$ cat config.mk
export PLATFORM = sky130hd
export DESIGN_NAME = whistle_env
export DESIGN_NICKNAME = d
export VERILOG_FILES = /design/src/rtl/audio_pkg.sv /design/src/rtl/vol_scaler.sv /design/src/rtl/whistle_env.sv
export SDC_FILE = /design/constraint.sdc
export NUM_CORES = 1
export LEC_CHECK = 0
export BUFFER_PORTS_ARGS = -buffer_cell sky130_fd_sc_hd__buf_2
export CAP_MARGIN = 15
export CORE_UTILIZATION = 40
export CTS_BUF_LIST = sky130_fd_sc_hd__clkbuf_8 sky130_fd_sc_hd__clkbuf_16
export CTS_CLUSTER_DIAMETER = 120
export DETAILED_ROUTE_END_ITERATION = 10
export GPL_TIMING_DRIVEN = 0
export PLACE_DENSITY = 0.55
export SYNTH_ARGS = -nofsm -noshare
export SYNTH_HDL_FRONTEND = slang
export SYNTH_SLANG_ARGS = --single-unit
$ cat constraint.sdc
create_clock -name i_clk -period 8.7 [get_ports i_clk]
set_input_delay 0.435 -clock i_clk [delete_from_list [all_inputs] [get_ports i_clk]]
set_output_delay 0.435 -clock i_clk [all_outputs]
set_load 0.03 [all_outputs]
$ cat src/rtl/audio_pkg.sv
// audio_pkg: shared state encoding, default sample width and volume helper for sound effects
package audio_pkg;
  localparam int DATA_W_DEF = 8;
  typedef enum logic [2:0] {IDLE, ATTACK, SUSTAIN, RELEASE, GAP} state_t;
  function automatic int vol_max(input int vol_w);
    return 1 << vol_w;
  endfunction
endpackage

$ cat src/rtl/vol_scaler.sv
// vol_scaler: registered (sample * volume) >> VOL_W with one clock of latency
module vol_scaler import audio_pkg::*; #(
  parameter int DATA_W = DATA_W_DEF,
  parameter int VOL_W  = 4
) (
  input  logic              i_clk,
  input  logic              i_rst,
  input  logic [DATA_W-1:0] i_sig,
  input  logic [VOL_W:0]    i_vol,
  output logic [DATA_W-1:0] o_sig
);
  localparam int P_W = DATA_W + VOL_W + 1;
  logic [P_W-1:0] w_prod;
  assign w_prod = P_W'(i_sig) * P_W'(i_vol);
  always_ff @(posedge i_clk)
    o_sig <= !i_rst ? '0 : DATA_W'(w_prod >> VOL_W);
endmodule

$ cat src/rtl/whistle_env.sv
// whistle_env: attack/sustain/release envelope gate repeated over BURSTS bursts with silent gaps
module whistle_env import audio_pkg::*; #(
  parameter int DATA_W        = DATA_W_DEF,
  parameter int VOL_W         = 4,
  parameter int SUSTAIN_TICKS = 100,
  parameter int GAP_TICKS     = 300,
  parameter int BURSTS        = 1,
  parameter int CTR_W         = 10,
  parameter int RETRIG        = 0
) (
  input  logic              i_clk,
  input  logic              i_rst,
  input  logic              i_tick,
  input  logic              i_start,
  input  logic              i_abort,
  input  logic [DATA_W-1:0] i_sig_in,
  output logic [DATA_W-1:0] o_sig_out,
  output logic [VOL_W:0]    o_vol,
  output logic              o_busy,
  output logic              o_done
);
  localparam int BW = $clog2(BURSTS + 1);
  localparam logic [VOL_W:0] V_MAX = (VOL_W + 1)'(vol_max(VOL_W));
  localparam logic [VOL_W:0] V_TOP = (VOL_W + 1)'(vol_max(VOL_W) - 1);
  localparam logic [VOL_W:0] V_ONE = (VOL_W + 1)'(1);
  localparam logic [CTR_W-1:0] S_END = CTR_W'(SUSTAIN_TICKS - 1);
  localparam logic [CTR_W-1:0] G_END = CTR_W'(GAP_TICKS - 1);
  localparam logic [BW-1:0] B_LAST = BW'(BURSTS - 1);
  state_t r_state, w_state;
  logic [VOL_W:0] r_vol, w_vol;
  logic [CTR_W-1:0] r_ctr, w_ctr;
  logic [BW-1:0] r_burst, w_burst;
  logic r_start_prev, r_abt, w_abt, r_done, w_done, w_edge;
  assign w_edge = i_start & ~r_start_prev;
  always_ff @(posedge i_clk)
    if (!i_rst) begin
      r_state      <= IDLE;
      r_vol        <= '0;
      r_ctr        <= '0;
      r_burst      <= '0;
      r_start_prev <= 1'b0;
      r_abt        <= 1'b0;
      r_done       <= 1'b0;
    end else begin
      r_state      <= w_state;
      r_vol        <= w_vol;
      r_ctr        <= w_ctr;
      r_burst      <= w_burst;
      r_start_prev <= i_start;
      r_abt        <= w_abt;
      r_done       <= w_done;
    end
  always_comb begin
    w_state = r_state;
    w_vol   = r_vol;
    w_ctr   = r_ctr;
    w_burst = r_burst;
    w_abt   = r_abt;
    w_done  = 1'b0;
    if (r_state == IDLE) begin
      w_vol = '0;
      if (w_edge) begin
        w_state = ATTACK;
        w_ctr   = '0;
        w_burst = '0;
        w_abt   = 1'b0;
      end
    end else if (i_abort) begin
      w_abt   = 1'b1;
      w_burst = B_LAST;
      if (r_state == GAP) begin
        w_state = IDLE;
        w_vol   = '0;
        w_ctr   = '0;
      end else if (r_state != RELEASE) begin
        w_state = RELEASE;
        w_ctr   = '0;
      end
    end else if (w_edge && RETRIG != 0) begin
      w_state = ATTACK;
      w_ctr   = '0;
      w_burst = '0;
      w_abt   = 1'b0;
    end else if (i_tick) begin
      case (r_state)
        ATTACK:
          if (r_vol >= V_TOP) begin
            w_vol   = V_MAX;
            w_state = SUSTAIN;
            w_ctr   = '0;
          end else w_vol = r_vol + V_ONE;
        SUSTAIN:
          if (r_ctr == S_END) begin
            w_state = RELEASE;
            w_ctr   = '0;
          end else w_ctr = r_ctr + CTR_W'(1);
        RELEASE:
          if (r_vol <= V_ONE) begin
            w_vol = '0;
            w_ctr = '0;
            if (r_burst == B_LAST) begin
              w_state = IDLE;
              w_done  = ~r_abt;
            end else begin
              w_burst = r_burst + BW'(1);
              w_state = GAP;
            end
          end else w_vol = r_vol - V_ONE;
        GAP:
          if (r_ctr == G_END) begin
            w_state = ATTACK;
            w_ctr   = '0;
          end else w_ctr = r_ctr + CTR_W'(1);
        default: w_state = r_state;
      endcase
    end
  end
  assign o_vol  = r_vol;
  assign o_busy = r_state != IDLE;
  assign o_done = r_done;
  vol_scaler #(.DATA_W(DATA_W), .VOL_W(VOL_W)) u_scaler (
    .i_clk(i_clk),
    .i_rst(i_rst),
    .i_sig(i_sig_in),
    .i_vol(r_vol),
    .o_sig(o_sig_out)
  );
endmodule

==> summary.md, run 1 <==
| Metric | Value |
|---|---|
| FF-to-FF Start | `o_vol[3]` |
| Final setup violation count | `0` |
| Max cap viols | `0` |
| Worst Setup Start Kind | `flip-flop` |
| Flop pwr share | `0.490` |
| CTS HTree Levels | `1` |
| Cell Pwr Density | `97.7 nW/um^2` |
| Layout Nets | `391` |
| Count of input and output buffers | `27` |
| Asr flop ratio synth | `0` |
| Critical Path End | `u_scaler.o_sig[6]` |
| Critical path class | `flip-flop to flip-flop` |
| Post-DP Area | `about 2800 sq um` |
| Clock Sink Count | `28` |
| # diodes | `0` |
| Worst r2r path cells | `12` |
| DR vias/cell | `~5.5` |
| Vias | `roughly 2300` |
| Hold Crit Class | `primary input to flip-flop` |
| HPWL after DPL | `approximately 4400 um` |
| Maximum VDD drop | `roughly 0.076 mV` |
| Cells after synthesis | `~310` |
| Initial antenna violation count | `0` |
| Share of total power in combinational logic | `0.213` |
| Internal reg-to-reg setup slack | `about 4.3 ns` |
| Gr ovfl total | `0` |
| Worst Max-Slew Pin Slew | `~0.6 ns` |
| Fin. Hold Viols | `0` |
| Num ports | `28` |
| Leak | `~1.3 nW` |
| Post-DRT Antenna Nets | `0` |
| Switching part of the total power | `0.307` |
| Final Max Slew Viols | `0` |
| Syn nets | `359` |
| TritonCTS Buffers | `3` |
| Synth Warn # | `0` |
| Die height | `81.6 um` |
| CTS max path bufs | `2` |
| Count of non-filler cells in the finished layout | `approximately 410` |
| Final instance area | `around 2800 sq um` |
| Dpl cells | `between 400 and 500` |
| GRT Util Overall | `0.187` |
| Initial drt markers | `93` |
| GP Congestion | `a little under 0.9` |
| Routed length per placed instance | `13.6 um` |
| Die area | `between 6000 and 7000 sq um` |
| RSZ-0062 raised after global routing | `false` |
| Worst-path maximum fanout | `10` |
| Fillers | `around 620` |
| Syn-to-layout area delta | `11.2%` |
| Post-synth EDFFs | `0` |
| Layout cells sized above 1 | `0.124` |
| Max Fclk | `230 MHz` |
| Register area share after synthesis | `0.221` |
| Main flop type after synthesis | `dfxtp_1` |
| Syn_area_per_cell | `between 8 and 9 sq um` |
| Synthesized flop and latch total | `28` |
| Largest net degree at the start of global routing | `16` |
| Post-CTS setup buffers | `0` |
| Vias in the first global route | `just over 2000` |
| Hold slack | `0.374 ns` |
| P_sw | `approximately 0.084 mW` |
| Most frequent cells in the layout | `31 x nand2_1, 30 x inv_1, 29 x buf_2` |
| Period utilisation layout | `0.500` |
| Clock share of power | `0.298` |
| Crit end category | `flip-flop` |
| CTS root buf | `clkbuf_8` |
| DR DRC count | `0` |
| Placeable Area | `6030 sq um` |
| Critical Path RT | `between 8 and 9 ns` |
| Post-layout min period | `approximately 4.4 ns` |
| DRT Pass-1 Iters | `4` |
| Fin Setup TNS | `0 ns` |
| Post-CTS resize count | `0` |
| Most common cell after layout, fill and taps aside | `nand2_1` |
| First-pass GRT wire length | `just under 10000 um` |
| Critical Path AT | `around 4.5 ns` |
| Worst Setup SP | `o_vol[3]` |
| Synth cell types | `55` |
| Worst Skew | `0.0117 ns` |
| Clock transition at the registers of the reported paths | `approximately 0.10 ns` |
| Die extent in x | `about 82 um` |
| Cell area after synthesis | `2530 sq um` |
| CTS tree | `done` |
| Core Rows | `28` |
| Initial Util | `0.420` |
| Outcome | `finished clean` |
| Hold Buf Count CTS | `0` |
| Routed WL | `between 5000 and 6000 um` |
| Crit Reg-Reg Endpoint | `u_scaler.o_sig[6]` |
| Headroom to the max-slew limit | `0.607` |
| Clk_lat worst skew | `0.28 ns` |
| Pint | `around 0.19 mW` |
## stage by stage
stage	utilization	setup slack, ns	total power, mW
final	0.467	4.35	0.275
after global routing	0.467	4.12	0.291
after CTS	0.467	4.35	0.278
after detailed placement	0.458	4.37	0.196
after global placement	0.458	4.35	0.197
after floorplan	-	4.64	0.177
## worst max-delay path: stages (launching register included)
cell      delay (ns)
dfxtp_1         0.48
clkbuf_1        0.40
and2_1          0.22
fa_1            0.44
fa_1            0.54
inv_1           0.06
fa_1            0.53
inv_1           0.04
ha_1            0.36
a21o_1          0.20
a221oi_1        0.56
nor4b_1         0.10
a211o_1         0.30
## flip-flops by register name, summed over array words and instances, names as in the netlist
name / flops
r_abt: 1
o_vol: 5
r_start_prev: 1
r_state: 2
u_scaler.o_sig: 8
o_done: 1
r_ctr: 10
## power by group through the flow
stage	Sequential [mW]	Clock, mW	Combinational (mW)
after global placement	0.138	0	0.0586
after detailed placement	0.138	0	0.0584
after global routing	0.135	0.0892	0.0663
final	0.135	0.0819	0.0585
after floorplan	0.139	0	0.0389
after CTS	0.135	0.0843	0.0586
## kinds of logic after synthesis
logic type	count (synthesis)	synth area share
adder cells (fa/ha/maj)	39	0.240
XOR/XNOR	6	0.0208
flip-flops	28	0.221
AND/OR/NAND/NOR	126	0.266
AO/OA/AOI/OAI	67	0.187
buffers and inverters	41	0.0647
## cells in the mapped netlist (3+ instances only)
library cell	count	area share
a211o_1	3	0.010
a211oi_1	5	0.015
a21o_1	5	0.015
a21oi_1	12	0.024
a22oi_1	4	0.012
a31oi_1	3	0.0074
and2_1	23	0.057
and3_1	8	0.020
clkbuf_1	8	0.012
dfxtp_1	28	0.22
fa_1	16	0.13
ha_1	23	0.11
inv_1	30	0.044
nand2_1	31	0.046
nand2b_1	3	0.0074
nand3_1	12	0.024
nand4_1	5	0.012
nor2_1	20	0.030
nor3_1	4	0.0079
o21ai_0	11	0.022
o31ai_1	3	0.0089
xnor2_1	4	0.014
## layer usage
layer	share of wire	wire, um	GRT usage
met1	0.51	2890	0.261
met2	0.44	2500	0.311
met5	0	0	0
met4	0.0053	30	0.0281
met3	0.037	208	0.0267
## layout make-up
class | count | area, sq um | share of cell area
Timing Repair Buffer | 27 | 135 | 0.0480
Clock buffer | 4 | 55.1 | 0.0195
Buffer | 11 | 51.3 | 0.0182
Sequential cell | 28 | 561 | 0.199
Inverter | 30 | 113 | 0.0400
Tap cell | 75 | 93.8 | 0.0333
Multi-Input combinational cell | 238 | 1810 | 0.642
## how the worst min path moves through the flow
stage             from           end  slack, ns  cells past startpoint
2_1_floorplan    r_abt        o_done       0.39                      1
3_3_place_gp     r_abt        o_done       0.43                      1
3_5_place_dp     r_abt        o_done       0.43                      1
4_1_cts        i_start  r_start_prev       0.37                      2
5_1_grt        i_start  r_start_prev       0.39                      2
6_report       i_start  r_start_prev       0.37                      2
(Power assumes the default switching activity.)
==> inputs of run 2 (changes only) <==
Settings changed: ABC_AREA set to 1, PLACE_DENSITY 0.55 to 0.57.
Clock period 8.7 ns to 3.63 ns, I/O delays scaled along.
==> run 2 against run 1 <==
Net effect:
- die area increased by 9.0%
- cell count increased by 28%
- final area increased by 10%
- sequential power increased to 2.8 times the previous value
- via count increased by 12%
- hold slack got worse by 0.28 ns
- total power increased to 4.1 times the previous value
- sequential share of layout area decreased by 1.7 points
- worst setup slack got worse by 4.1 ns
- synthesized area increased by 9.3%
- critical path depth increased by 4
==> summary.md, run 2 <==
| Metric | Value |
|---|---|
| Pre-CTS WS | `-0.122 ns (was 4.37 ns)` |
| Leak | `1.70 nW (was 1.29 nW)` |
| Final Max Slew Viols | `0 (unchanged)` |
| Critical Path AT | `3.58 ns (was 4.51 ns)` |
| Worst-path maximum fanout | `10 (unchanged)` |
| Die height | `85.2 um (was 81.6 um)` |
| Maximum VDD drop | `0.142 mV (was 0.0757 mV)` |
| Slowest CP cell | `fa_1 (was a221oi_1)` |
| Critical Path End | `u_scaler.o_sig[7] (was u_scaler.o_sig[6])` |
| Flop pwr share | `0.338 (was 0.490)` |
| Worst Setup Start Kind | `flip-flop (unchanged)` |
| Num ports | `28 (unchanged)` |
| FF-to-FF Start | `o_vol[4] (was o_vol[3])` |
| Most frequent cells in the layout | `113 x nand2_1, 80 x inv_1, 42 x nor2_1 (was 31 x nand2_1, 30 x inv_1, 29 x buf_2)` |
| Multi-input logic area | `1840 sq um (was 1810 sq um)` |
| Worst Setup SP | `o_vol[4] (was o_vol[3])` |
| Largest Register | `r_ctr (unchanged)` |
| TritonCTS Buffers | `3 (unchanged)` |
| Switching part of the total power | `0.417 (was 0.307)` |
| Core Rows | `29 (was 28)` |
| Internal reg-to-reg setup slack | `0.24 ns (was 4.35 ns)` |
| Clock share of power | `0.225 (was 0.298)` |
| Routed WL | `5980 um (was 5630 um)` |
| Headroom to the max-slew limit | `0.676 (was 0.607)` |
| Routed length per placed instance | `11.3 um (was 13.6 um)` |
| P_sw | `0.467 mW (was 0.0844 mW)` |
| Commonest cells post-synth | `113 x nand2_1, 80 x inv_1, 42 x nor2_1 (was 31 x nand2_1, 30 x inv_1, 28 x dfxtp_1)` |
| GP Congestion | `0.824 (was 0.872)` |
| Hold slack | `0.0947 ns (was 0.374 ns)` |
| Final setup violation count | `0 (unchanged)` |
| Cell Pwr Density | `360 nW/um^2 (was 97.7 nW/um^2)` |
| GRT Util Overall | `0.184 (was 0.187)` |
| Cell family with most CP delay | `adder cells (unchanged)` |
| Reg area | `564 sq um (was 561 sq um)` |
| Main flop type after synthesis | `dfxtp_1 (unchanged)` |
| Clock Sink Count | `28 (unchanged)` |
| Critical path, cell by cell | `buf_6 -> nand2_1 -> inv_1 -> fa_1 -> fa_1 -> inv_1 -> fa_1 -> inv_1 -> ha_2 -> nand2_1 -> nor3_2 -> nand3_1 -> nand4_1 -> nand2_1 -> nand2_1 -> nor2_1 (was clkbuf_1 -> and2_1 -> fa_1 -> fa_1 -> inv_1 -> fa_1 -> inv_1 -> ha_1 -> a21o_1 -> a221oi_1 -> nor4b_1 -> a211o_1)` |
| Instance count on the critical path | `16 (was 12)` |
| CTS HTree Levels | `1 (unchanged)` |
| Leading area contributor after synthesis | `dfxtp_1 (unchanged)` |
| Max cap viols | `0 (unchanged)` |
| Asr flop ratio synth | `0 (unchanged)` |
| Largest net degree at the start of global routing | `17 (was 16)` |
| Share of total power in combinational logic | `0.437 (was 0.213)` |
| Die extent in x | `85.2 um (was 81.6 um)` |
| CTS max path bufs | `2 (unchanged)` |
| Gr ovfl total | `0 (unchanged)` |
| Syn_area_per_cell | `6.56 sq um (was 8.25 sq um)` |
| Largest stage delay on the critical path | `0.55 ns (was 0.56 ns)` |
| Worst r2r path cells | `16 (was 12)` |
| CTS root buf | `clkbuf_8 (unchanged)` |
| Dpl cells | `525 (was 409)` |
| Worst Max-Slew Pin Slew | `0.485 ns (was 0.589 ns)` |
| Final WS setup | `0.243 ns (was 4.35 ns)` |
| Outcome | `finished clean (unchanged)` |
| DR DRC count | `0 (unchanged)` |
| CP Buf/Inv Count | `4 (was 3)` |
| First-pass GRT wire length | `10900 um (was 9700 um)` |
| Hold Crit Class | `primary input to flip-flop (unchanged)` |
| Post-DRT Antenna Nets | `0 (unchanged)` |
| Cells after synthesis | `422 (was 307)` |
| Max Fclk | `295 MHz (was 230 MHz)` |
| Layout Nets | `505 (was 391)` |
| Fin util | `0.475 (was 0.467)` |
| Placeable Area | `6530 sq um (was 6030 sq um)` |
| Synth cell types | `33 (was 55)` |
| Top-area cell type share of the netlist area | `0.203 (was 0.221)` |
| Post-synth EDFFs | `0 (unchanged)` |
| Count of non-filler cells in the finished layout | `529 (was 413)` |
| Initial antenna violation count | `0 (unchanged)` |
| Critical Path RT | `3.82 ns (was 8.86 ns)` |
| Syn-to-layout area delta | `12.2% (was 11.2%)` |
| CTS tree | `done (unchanged)` |
| Fillers | `688 (was 621)` |
| Count of input and output buffers | `26 (was 27)` |
| Clock transition at the registers of the reported paths | `0.11 ns (was 0.10 ns)` |
| Layout cells sized above 1 | `0.150 (was 0.124)` |
| Most instantiated library cell after synthesis | `nand2_1 (unchanged)` |
| Synthesized flop and latch total | `28 (unchanged)` |
| Cell area after synthesis | `2770 sq um (was 2530 sq um)` |
| Period utilisation layout | `0.933 (was 0.500)` |
| Crit Reg-Reg Endpoint | `u_scaler.o_sig[7] (was u_scaler.o_sig[6])` |
| Post-DP Area | `3000 sq um (was 2760 sq um)` |
| Max reg flops | `10 (unchanged)` |
| Critical path class | `flip-flop to flip-flop (unchanged)` |
| Syn nets | `474 (was 359)` |
| Clk_lat worst skew | `0.28 ns (about the same)` |
| Pint | `0.651 mW (was 0.191 mW)` |
| DR vias/cell | `4.82 (was 5.50)` |
| Worst Skew | `0.00938 ns (was 0.0117 ns)` |
| Synth Warn # | `0 (unchanged)` |
| DRT Pass-1 Iters | `4 (unchanged)` |
| Most common cell on crit path | `nand2_1 (was fa_1)` |
| Initial Util | `0.424 (was 0.420)` |
| Post-layout min period | `3.39 ns (was 4.35 ns)` |
| Fin. Hold Viols | `0 (unchanged)` |
| HPWL after DPL | `4850 um (was 4440 um)` |
| Die area | `7260 sq um (was 6650 sq um)` |
| Initial drt markers | `63 (was 93)` |
| Vias | `2552 (was 2272)` |
| Register area share after synthesis | `0.203 (was 0.221)` |
| Crit end category | `flip-flop (unchanged)` |
| Top post-synthesis cells by area | `dfxtp_1 20%, nand2_1 15%, fa_1 12%, inv_1 11%, ha_1 10% (was dfxtp_1 22%, fa_1 13%, ha_1 11%, and2_1 5.7%, nand2_1 4.6%)` |
| Vias in the first global route | `2526 (was 2074)` |
| Most common cell after layout, fill and taps aside | `nand2_1 (unchanged)` |
| # diodes | `0 (unchanged)` |
| Final instance area | `3110 sq um (was 2820 sq um)` |
run 2: changes by cell type after synthesis, sizes merged, moves of 8 or more:
| cell | previous run | this run |
|---|---|---|
| and2 | 23 | 0 |
| nand2 | 33 | 118 |
| inv | 30 | 84 |
| nand3 | 12 | 27 |
| a21oi | 12 | 30 |
| and3 | 8 | 0 |
| nor2 | 20 | 48 |
run 2: power by group through the flow:
stage	clock network [mW]	logic [mW]	registers, mW
2_1_floorplan	0	0.355	0.397
3_3_place_gp	0	0.488	0.384
3_5_place_dp	0	0.490	0.384
4_1_cts	0.261	0.494	0.377
5_1_grt	0.274	0.553	0.385
6_report	0.251	0.489	0.378
run 2: per-stage QoR:
step                      power (mW)  setup TNS, ns
after CTS                       1.13        -0.0236
final                           1.12              0
after floorplan                0.751              0
after global placement         0.872         -0.176
after detailed placement       0.874         -0.205
after global routing            1.21        -0.0332
run 2: layout make-up:
cell class | count | area share
plain buffers | 8 | 0.0246
clock buffers | 3 | 0.0133
clock inverters | 1 | 0.00967
inverters | 85 | 0.104
multi-input cells | 300 | 0.591
flip-flops and latches | 28 | 0.182
well taps | 77 | 0.0310
repair buffers | 27 | 0.0443
run 2: how the worst min path moves through the flow:
stage / startpoint / to / slack, ns / depth (start not counted)
2_1_floorplan: i_start / r_start_prev / 0.27 / 2
3_3_place_gp: i_start / r_start_prev / 0.38 / 3
3_5_place_dp: i_start / r_start_prev / 0.38 / 3
4_1_cts: i_start / r_start_prev / 0.09 / 3
5_1_grt: i_start / r_start_prev / 0.12 / 3
6_report: i_start / r_start_prev / 0.09 / 3
run 2: worst min-delay path: cells and delay by family:
kind                   cells  cell delay, ns
buffers and inverters      2            0.12
AND/OR/NAND/NOR            1            0.04
run 2: cell families after synthesis:
kind of cell / share of synthesized area
AOI/OAI and AO/OA: 0.101
xor gates and xnor gates: 0.0190
adders and majority gates: 0.220
buffers and inverters: 0.142
DFF: 0.203
and+or+nand+nor: 0.316
run 2: metal layers:
layer	GRT usage	routed length, um	vias up
met4	0.0370	34	0
met5	0	0	-
met1	0.224	2810	1170
met3	0.0214	90	2
li1	-	-	1363
met2	0.348	3040	17
run 2: timing repair:
action                     4_1_cts  5_1_grt
pin swaps                        0        1
setup buffers                    0        1
hold buffers                     0        0
resized for setup                3       10
setup endpoints to repair        2        7
==> inputs of run 3 (changes only) <==
Settings changed: ABC_AREA 1 to not set.
==> run 3 against run 2 <==
Net effect:
- maximum frequency decreased by 4.0%
- clock power decreased by 22%
- via count decreased by 11%
- clock skew decreased by 0.0065 ns
- sequential power decreased by 15%
- total power decreased by 41%
- critical endpoint is now u_scaler.o_sig[6]
- highest routed layer unchanged
==> summary.md, run 3 (synthesis gave the netlist of run 1 again) <==
| Metric | Value |
|---|---|
| Initial antenna violation count | `0 (unchanged)` |
| Slowest CP cell | `fa_1 (unchanged)` |
| Routed WL | `5630 um (was 5980 um)` |
| First-pass GRT wire length | `9920 um (was 10900 um)` |
| Critical Path AT | `3.70 ns (was 3.58 ns)` |
| Vias in the first global route | `2138 (was 2526)` |
| Worst hold path startpoint | `i_start (unchanged)` |
| Core Rows | `28 (was 29)` |
| Worst-path maximum fanout | `6 (was 10)` |
| Cell Pwr Density | `225 nW/um^2 (was 360 nW/um^2)` |
| HPWL after DPL | `4310 um (was 4850 um)` |
| Outcome | `finished clean (unchanged)` |
| Hold Buf Count CTS | `0 (unchanged)` |
| Gr ovfl total | `0 (unchanged)` |
| Power Total | `0.657 mW (was 1.12 mW)` |
| Worst r2r path cells | `11 (was 16)` |
| Clk_lat worst skew | `0.27 ns (was 0.28 ns)` |
| Max Fclk | `283 MHz (was 295 MHz)` |
| CP Buf/Inv Count | `2 (was 4)` |
| Max cap viols | `0 (unchanged)` |
| CTS tree | `done (unchanged)` |
| CTS root buf | `clkbuf_8 (unchanged)` |
| Headroom to the max-slew limit | `0.631 (was 0.676)` |
| Hold Path Cell Cnt | `2 (was 3)` |
| Count of input and output buffers | `27 (was 26)` |
| Fin Setup TNS | `0 ns (unchanged)` |
| Period utilisation layout | `0.972 (was 0.933)` |
| Leak | `1.33 nW (was 1.70 nW)` |
| Layout cells sized above 1 | `0.166 (was 0.150)` |
| Final setup violation count | `0 (unchanged)` |
| TritonCTS Buffers | `3 (unchanged)` |
| CTS HTree Levels | `1 (unchanged)` |
| Clock Sink Count | `28 (unchanged)` |
| Worst Hold Endpoint | `r_start_prev (unchanged)` |
| Fin. Hold Viols | `0 (unchanged)` |
| Internal reg-to-reg setup slack | `0.10 ns (was 0.24 ns)` |
| Worst Skew | `0.00288 ns (was 0.00938 ns)` |
| Most common cell on crit path | `fa_1 (was nand2_1)` |
| Final instance area | `2920 sq um (was 3110 sq um)` |
| Num ports | `28 (unchanged)` |
| Crit Reg-Reg Endpoint | `u_scaler.o_sig[6] (was u_scaler.o_sig[7])` |
| # diodes | `0 (unchanged)` |
| Hold Crit Class | `primary input to flip-flop (unchanged)` |
| Dpl cells | `409 (was 525)` |
| Post-DP Area | `2800 sq um (was 3000 sq um)` |
| Die area | `6650 sq um (was 7260 sq um)` |
| DRT Pass-1 Iters | `4 (unchanged)` |
| Max reg flops | `10 (unchanged)` |
| Worst Setup Start Kind | `flip-flop (unchanged)` |
| Vias | `2272 (was 2552)` |
| Critical path, cell by cell | `and2_1 -> fa_1 -> fa_1 -> inv_1 -> fa_1 -> inv_1 -> ha_2 -> and3_1 -> a221oi_4 -> nor4b_1 -> a211o_1 (was buf_6 -> nand2_1 -> inv_1 -> fa_1 -> fa_1 -> inv_1 -> fa_1 -> inv_1 -> ha_2 -> nand2_1 -> nor3_2 -> nand3_1 -> nand4_1 -> nand2_1 -> nand2_1 -> nor2_1)` |
| Layout Nets | `396 (was 505)` |
| Die height | `81.6 um (was 85.2 um)` |
| FF-to-FF Start | `o_vol[4] (unchanged)` |
| Most common cell after layout, fill and taps aside | `nand2_1 (unchanged)` |
| CTS max path bufs | `2 (unchanged)` |
| Worst Max-Slew Pin Slew | `0.553 ns (was 0.485 ns)` |
| Placeable Area | `6030 sq um (was 6530 sq um)` |
| Post-layout min period | `3.53 ns (was 3.39 ns)` |
| Count of non-filler cells in the finished layout | `418 (was 529)` |
| DR vias/cell | `5.44 (was 4.82)` |
| Clock transition at the registers of the reported paths | `0.10 ns (was 0.11 ns)` |
| GP Congestion | `0.787 (was 0.824)` |
| Maximum VDD drop | `0.131 mV (was 0.142 mV)` |
| Critical path class | `flip-flop to flip-flop (unchanged)` |
| Largest stage delay on the critical path | `0.54 ns (was 0.55 ns)` |
| Largest net degree at the start of global routing | `18 (was 17)` |
| Die extent in x | `81.6 um (was 85.2 um)` |
| RSZ-0062 raised after global routing | `true` |
| Cell family with most CP delay | `adder cells (unchanged)` |
| Fin util | `0.485 (was 0.475)` |
| Post-DRT Antenna Nets | `0 (unchanged)` |
| Routed length per placed instance | `13.5 um (was 11.3 um)` |
| Final Max Slew Viols | `0 (unchanged)` |
| DR DRC count | `0 (unchanged)` |
| Initial Util | `0.420 (was 0.424)` |
| Syn-to-layout area delta | `15.4% (was 12.2%)` |
| Largest Register | `r_ctr (unchanged)` |
| Crit end category | `flip-flop (unchanged)` |
| Initial drt markers | `86 (was 63)` |
| Most frequent cells in the layout | `31 x nand2_1, 30 x inv_1, 29 x buf_2 (was 113 x nand2_1, 80 x inv_1, 42 x nor2_1)` |
| Critical Path RT | `3.80 ns (was 3.82 ns)` |
| GRT Util Overall | `0.191 (was 0.184)` |
run 3: changes by cell type in the layout (fill, tap and decap cells not counted), moves of 12 or more:
cell | previous run | this run
nand2_1 | 113 | 31
nor2_1 | 42 | 20
inv_1 | 80 | 30
and2_1 | 0 | 23
a21oi_1 | 25 | 12
nand3_1 | 24 | 12
run 3: where the power goes:
group	total, mW	leakage [nW]	internal [mW]	switching [mW]
registers	0.321	0.229	0.313	0.00741
clock network	0.195	0.0288	0.0972	0.0980
logic	0.141	1.07	0.0452	0.0957
run 3: how the worst max path moves through the flow:
stage / startpoint / endpoint / slack, ns / cells past startpoint
after floorplan: o_vol[4] / u_scaler.o_sig[6] / 0.0003 / 12
after global placement: o_vol[4] / u_scaler.o_sig[6] / -0.23 / 12
final: o_vol[4] / u_scaler.o_sig[6] / 0.10 / 11
after CTS: o_vol[2] / u_scaler.o_sig[6] / 0.02 / 11
after detailed placement: o_vol[4] / u_scaler.o_sig[6] / -0.24 / 12
after global routing: o_vol[4] / u_scaler.o_sig[7] / -0.06 / 11
run 3: routing by layer:
| metal | vias up | GRT usage | part of all wire |
|---|---|---|---|
| met4 | 0 | 0.0281 | 0.0092 |
| met5 | - | 0 | 0 |
| li1 | 1151 | - | - |
| met1 | 1085 | 0.266 | 0.53 |
| met2 | 30 | 0.315 | 0.44 |
| met3 | 6 | 0.0311 | 0.023 |
run 3: final cells by class:
cell class                 instances  area [sq um]
clock buffer                       4          55.1
sequential                        28           572
tap                               75          93.8
fill                             605          3100
inverter                          30           113
timing repair buffer              35           195
buffer                             8          40.0
multi-input combinational        238          1850
run 3: metrics by stage:
step	hold WS, ns	worst slack (ns)
finish	0.116	0.101
global route	0.115	-0.0591
CTS	0.108	0.0200
detailed placement	0.406	-0.238
global placement	0.403	-0.228
floorplan	0.303	0.000288
run 3: worst register-to-register path: stages, from the launching register on:
cell and delay [ns]:
dfxtp_4 0.38, and2_1 0.16, fa_1 0.51, fa_1 0.54
inv_1 0.05, fa_1 0.52, inv_1 0.04, ha_2 0.31
and3_1 0.19, a221oi_4 0.32, nor4b_1 0.09, a211o_1 0.30
run 3: repair_timing:
action                                  in CTS  in global routing
endpoints found under the setup margin       5                  5
pin swaps                                    1                  3
hold endpoints to repair                     0                  0
buffers inserted                             5                  3
cloned                                       0                  0
gates resized for setup                      1                  2
